[src/rtl/mac_pkg.sv]
// rtl/mac_pkg.sv - shared state encoding and constants for the MAC convolution sequencer
package mac_pkg;

   typedef enum logic [2:0] {
      ST_IDLE,
      ST_CLR,
      ST_FETCH,
      ST_DRAIN,
      ST_DONE
   } state_t;

   localparam int DRAIN_CYCLES = 3;
   localparam int SRAM_RD_LAT  = 1;

   localparam logic [1:0] NORM_PASS = 2'd0;
   localparam logic [1:0] NORM_SHR4 = 2'd1;
   localparam logic [1:0] NORM_SHR8 = 2'd2;
   localparam logic [1:0] NORM_SAT8 = 2'd3;

   // Counter width able to hold values 0..n-1, never narrower than one bit.
   function automatic int cnt_w(input int n);
      return (n < 2) ? 1 : $clog2(n);
   endfunction

endpackage

[src/rtl/mac_win_cnt.sv]
// rtl/mac_win_cnt.sv - nested kx/ky tap counter and col/row window counter with wrap flags
module mac_win_cnt
   import mac_pkg::*;
#(
   parameter int K     = 3,
   parameter int OUT_W = 26,
   parameter int OUT_H = 26,
   localparam int KW   = cnt_w(K),
   localparam int CW   = cnt_w(OUT_W),
   localparam int RW   = cnt_w(OUT_H + 1)
) (
   input  logic          clk,
   input  logic          rst,
   input  logic          tap_clr,
   input  logic          tap_inc,
   input  logic          win_clr,
   input  logic          win_inc,
   output logic [KW-1:0] kx,
   output logic [KW-1:0] ky,
   output logic [CW-1:0] col,
   output logic [RW-1:0] row,
   output logic          tap_last,
   output logic          win_last
);

   logic kx_wrap;
   logic col_wrap;

   assign kx_wrap  = (kx == KW'(K - 1));
   assign tap_last = kx_wrap && (ky == KW'(K - 1));
   assign col_wrap = (col == CW'(OUT_W - 1));
   assign win_last = col_wrap && (row == RW'(OUT_H - 1));

   always_ff @(posedge clk or posedge rst) begin
      if (rst) begin
         kx <= '0;
         ky <= '0;
      end else if (tap_clr || (tap_inc && tap_last)) begin
         kx <= '0;
         ky <= '0;
      end else if (tap_inc) begin
         if (kx_wrap) begin
            kx <= '0;
            ky <= ky + 1'b1;
         end else begin
            kx <= kx + 1'b1;
         end
      end
   end

   // row is allowed to step one past the last output row; the FSM leaves on win_last.
   always_ff @(posedge clk or posedge rst) begin
      if (rst) begin
         col <= '0;
         row <= '0;
      end else if (win_clr) begin
         col <= '0;
         row <= '0;
      end else if (win_inc) begin
         if (col_wrap) begin
            col <= '0;
            row <= row + 1'b1;
         end else begin
            col <= col + 1'b1;
         end
      end
   end

endmodule

[src/rtl/mac_conv_ctrl.sv]
// rtl/mac_conv_ctrl.sv - KxK valid-mode convolution sequencer for one MAC; MAC_CTRL_PERF_EN adds perf_cycles
module mac_conv_ctrl
   import mac_pkg::*;
#(
   parameter int IMG_W   = 28,
   parameter int IMG_H   = 28,
   parameter int K       = 3,
   parameter int PADDR_W = 10,
   parameter int WADDR_W = 4,
   parameter int OADDR_W = 10
) (
   input  logic               clk,
   input  logic               rst,
   input  logic               start,
   input  logic [1:0]         norm_mode,
   output logic               busy,
   output logic               done,
   output logic [PADDR_W-1:0] pic_addr,
   output logic [WADDR_W-1:0] wgt_addr,
   output logic               mac_acc_en,
   output logic               mac_clr,
   output logic [1:0]         mac_norm_mode,
   output logic               result_valid,
   output logic [OADDR_W-1:0] result_addr
`ifdef MAC_CTRL_PERF_EN
   ,
   output logic [15:0]        perf_cycles
`endif
);

   localparam int OUT_W = IMG_W - K + 1;
   localparam int OUT_H = IMG_H - K + 1;
   localparam int KW    = cnt_w(K);
   localparam int CW    = cnt_w(OUT_W);
   localparam int RW    = cnt_w(OUT_H + 1);

   state_t        state;
   state_t        state_nxt;
   logic [1:0]    drain_cnt;
   logic          drain_last;
   logic          acc_en_q;
   logic [1:0]    mode_q;
   logic          accept;
   logic [KW-1:0] kx;
   logic [KW-1:0] ky;
   logic [CW-1:0] col;
   logic [RW-1:0] row;
   logic          tap_last;
   logic          win_last;

   assign accept        = (state == ST_IDLE) && start;
   assign drain_last    = (drain_cnt == 2'(DRAIN_CYCLES - 1));
   assign mac_acc_en    = acc_en_q;
   assign mac_norm_mode = mode_q;

   mac_win_cnt #(
      .K     (K),
      .OUT_W (OUT_W),
      .OUT_H (OUT_H)
   ) u_win_cnt (
      .clk      (clk),
      .rst      (rst),
      .tap_clr  (state == ST_CLR),
      .tap_inc  (state == ST_FETCH),
      .win_clr  (accept),
      .win_inc  (result_valid),
      .kx       (kx),
      .ky       (ky),
      .col      (col),
      .row      (row),
      .tap_last (tap_last),
      .win_last (win_last)
   );

   always_ff @(posedge clk or posedge rst) begin
      if (rst) begin
         state     <= ST_IDLE;
         drain_cnt <= '0;
         acc_en_q  <= 1'b0;
         mode_q    <= '0;
      end else begin
         state     <= state_nxt;
         // SRAM data lags its address by one cycle, so accumulate one cycle behind fetch.
         acc_en_q  <= (state == ST_FETCH);
         drain_cnt <= ((state == ST_DRAIN) && !drain_last) ? drain_cnt + 2'd1 : 2'd0;
         if (accept) begin
            mode_q <= norm_mode;
         end
      end
   end

   always_comb begin
      state_nxt    = state;
      busy         = (state != ST_IDLE);
      done         = 1'b0;
      mac_clr      = 1'b0;
      result_valid = 1'b0;
      pic_addr     = '0;
      wgt_addr     = '0;
      result_addr  = '0;
      case (state)
         ST_IDLE: begin
            if (start) state_nxt = ST_CLR;
         end
         ST_CLR: begin
            mac_clr   = 1'b1;
            state_nxt = ST_FETCH;
         end
         ST_FETCH: begin
            pic_addr = PADDR_W'((32'(row) + 32'(ky)) * IMG_W + 32'(col) + 32'(kx));
            wgt_addr = WADDR_W'(32'(ky) * K + 32'(kx));
            if (tap_last) state_nxt = ST_DRAIN;
         end
         ST_DRAIN: begin
            if (drain_last) begin
               result_valid = 1'b1;
               result_addr  = OADDR_W'(32'(row) * OUT_W + 32'(col));
               state_nxt    = win_last ? ST_DONE : ST_CLR;
            end
         end
         ST_DONE: begin
            done      = 1'b1;
            state_nxt = ST_IDLE;
         end
         default: state_nxt = ST_IDLE;
      endcase
   end

`ifdef MAC_CTRL_PERF_EN
   always_ff @(posedge clk or posedge rst) begin
      if (rst) begin
         perf_cycles <= '0;
      end else if (accept) begin
         perf_cycles <= '0;
      end else if (busy && (perf_cycles != 16'hFFFF)) begin
         perf_cycles <= perf_cycles + 16'd1;
      end
   end
`endif

endmodule
[config.mk]
export PLATFORM = sky130hd
export DESIGN_NAME = mac_conv_ctrl
export DESIGN_NICKNAME = d
export VERILOG_FILES = /design/src/rtl/mac_pkg.sv /design/src/rtl/mac_win_cnt.sv /design/src/rtl/mac_conv_ctrl.sv
export SDC_FILE = /design/constraint.sdc
export NUM_CORES = 1
export LEC_CHECK = 0
export BUFFER_PORTS_ARGS = -buffer_cell sky130_fd_sc_hd__buf_2
export CAP_MARGIN = 20
export CORE_MARGIN = 3
export CORE_UTILIZATION = 40
export DETAILED_ROUTE_END_ITERATION = 7
export PLACE_DENSITY = 0.64
export SYNTH_ARGS = -nofsm -noshare
export SYNTH_HDL_FRONTEND = slang
export SYNTH_SLANG_ARGS = --single-unit
[constraint.sdc]
create_clock -name clk -period 7.5 [get_ports clk]
set_input_delay 0.75 -clock clk [delete_from_list [all_inputs] [get_ports clk]]
set_output_delay 0.75 -clock clk [all_outputs]
set_load 0.01 [all_outputs]
==> results.md <==
- Yosys top cell area share: 21.0%
- Synth Instances: 295
- Total Power: 0.000437 W
- Routed vias: 2112
- # setup viols final: 0
- Total gr overflow: 0
- Status: complete, no violations
- HP Class: reg -> reg
- CTS root buf: clkbuf_8
- Synthesis-to-layout area growth: 12.1%
- # clock sinks: 22
- Clk_skew: 0.00531 ns
- Fmax: 211 MHz
- Leading area contributor after synthesis: dfrtp_1
- Clock buffer count from CTS: 3
- GP Congestion: 0.771
- Fin. max-slew vios: 0
- Post-Layout Cell Count: 404
- DP HPWL: 4310 um
- ANT cells: 0
- VDD IR max: 98.4 uV
- Vias in the first global route: 2069
- Syn_area_per_cell: 8.91 um2
- Crit path time final: 4.74 ns
- Total of max-cap violations: 0
- Total Nets Final: 388
- Hold slack: 0.438 ns
- Unrepaired setup endpoints after global routing: no
- Pwr dens: 148 mW/mm2
- Post-cts resize count: 0
- Cell count after placement: 400
- First-pass GRT wire length: 9430 um
- Setup_tns: 0 ns
- Largest net degree at the start of global routing: 23
- Initial Util: 42.9%
- Yosys warning count: 0
- DIE AREA: 0.00758 mm2
- Worst-skew pair later-pin latency: 0.27 ns
- Post-synth ARST share: 100%
- Post-synthesis sequential area ratio: 21.0%
- Setup crit end kind: primary output
- Synth area leaders: dfrtp_1, ha_1, fa_1, xnor2_1, nor2_1
- Post-CTS Setup Inserts: 0
- Fillcell total: 609
- FF+latch area: 551 um2
- Period utilisation layout: 63.2%
- Die width: 87.1 um
- Req. time, crit path: 6.75 ns
- Crit Path Class: reg -> out
- Library cells used by synthesis: 47
- Worst reg-to-reg path cell count: 7
- Antenna Violating Nets Remaining: 0
- Worst Path Max Fanout: 8
- Drt wl/cell: 12.9 um
- WHS Path Cells: 1
- Leak: 1.49 nW
- DRC: 0
- Area of the multi-input gates: 0.00194 mm2
- Hold buffer count at CTS: 0
- I/O pins: 36
- # H-tree levels: 1
- Worst slew margin: 42.8%
- CTS tree: built
- Die height: 87.1 um
- Initial DRT Pass Iterations: 4
- Final hold viol count: 0
- EDFF count, synth: 0
- GRT Total Usage: 15.2%
- Synthesized cell area: 0.00263 mm2
- Most used DFF post-synth: dfrtp_1
- Drt total wl: 5200 um
- Least-Margin Pin Slew: 0.857 ns
- Antenna violations before repair: 0
- Core ar.: 0.00613 mm2
- Row cnt: 28
- Number of I/O port buffers: 35
- Worst setup SP type: flip-flop
- Clock transition at path regs: 0.09 ns
- Final cell utilization of the core: 48.1%
- Initial drt markers: 50
- Net Count, Synth: 353
- Flops & latches, synth: 22
- Clk buf depth: 2
- Arrival time at the worst endpoint: 3.99 ns
- Layout cell share with drive strength beyond 1: 16.4%
- Vias per cell: 5.23
-- cell usage after synthesis (all sizes together), types with 2 or more instances --
cell     count
o2111ai      3
o21a         2
nand4b       2
and3         3
nor4         3
dfrtp       22
a211oi       6
xnor2       17
or3          5
o21bai       4
a211o        2
o21ba        2
o211a        2
nor3        11
a21o         8
and2         9
nand2       14
mux2         2
nand2b       4
nor2        32
ha          44
fa           9
o21ai        9
nand3        4
a311oi       2
inv         27
nand3b       6
a21oi       15
buf          5
xor2         7
nor4b        2
or2          2
-- flip-flops by register name, summed over array words and instances, names as in the netlist --
signal / count
u_win_cnt.col: 5
u_win_cnt.row: 5
state: 3
drain_cnt: 2
mac_norm_mode: 2
u_win_cnt.kx: 2
u_win_cnt.ky: 2
mac_acc_en: 1
-- cell families after synthesis --
logic type      count (synthesis)  synth area share, %
compound gates                 60                 16.6
buf+inv                        33                 5.05
flops                          22                 21.0
xor+xnor                       24                 8.00
fa+ha+maj                      53                 27.8
mux                             2                0.857
simple gates                  101                 20.7
-- per-layer routing --
layer / wire length (um) / GRT usage, %
met1: 2580 / 20.5
met2: 2430 / 26.2
met3: 123 / 0.851
met4: 65 / 4.25
met5: 0 / 0
-- layout by cell type (no fill, tap or decap), drive strengths merged, types with 7 or more instances in the layout --
cell type | Yosys | layout
and2 | 9 | 9
ha | 44 | 44
dfrtp | 22 | 22
nor3 | 11 | 11
a21o | 8 | 8
nand2 | 14 | 14
inv | 27 | 27
buf | 5 | 36
xnor2 | 17 | 17
a21oi | 15 | 15
xor2 | 7 | 7
o21ai | 9 | 9
fa | 9 | 9
nor2 | 32 | 32
-- metrics by stage --
step           setup slack [ns]  area, um2
2_1_floorplan              3.34       2630
3_5_place_dp               3.01       2880
4_1_cts                    2.69       2950
6_report                   2.76       2950
3_3_place_gp               3.12       2880
5_1_grt                    2.46       2950
-- final cells by class --
| class | count | share of cell area (%) |
|---|---|---|
| flip-flops and latches | 22 | 18.7 |
| clock buffers | 3 | 1.40 |
| clock inverters | 1 | 1.02 |
| multi-input cells | 240 | 66.0 |
| inverters | 27 | 3.52 |
| well taps | 75 | 3.18 |
| repair buffers | 36 | 6.20 |
-- report_power, final --
group	leakage [nW]	switching, W	internal, W
combinational	1.19	0.000101	0.0000854
clock	0.0357	0.0000418	0.0000714
sequential	0.270	0.0000132	0.000124
total	1.49	0.000156	0.000281
-- worst paths after layout --
kind | from | endpoint | slack (ns)
setup reg to reg | drain_cnt[0]$_DFF_PP0_ | u_win_cnt.row[3]$_DFFE_PP0P_ | 5.24
max in group asynchronous | rst | u_win_cnt.row[4]$_DFFE_PP0P_ | 6.33
hold / removal | drain_cnt[0]$_DFF_PP0_ | drain_cnt[0]$_DFF_PP0_ | 0.44
min in group asynchronous | rst | mac_acc_en$_DFF_PP0_ | 0.64
setup / recovery | u_win_cnt.row[0]$_DFFE_PP0P_ | pic_addr[8] | 2.76
hold reg to reg | drain_cnt[0]$_DFF_PP0_ | drain_cnt[0]$_DFF_PP0_ | 0.44
-- critical path, cell delays in order, from the launching register on --
cell	delay, ns
dfrtp_1	0.47
ha_1	0.24
fa_1	0.40
xor2_1	0.44
fa_1	0.51
ha_1	0.28
ha_1	0.33
o21ai_0	0.12
o21ba_2	0.23
nor4_1	0.35
xnor2_1	0.16
nor2_1	0.05
buf_2	0.13
Note: power is estimated with default switching activity, not from simulation.
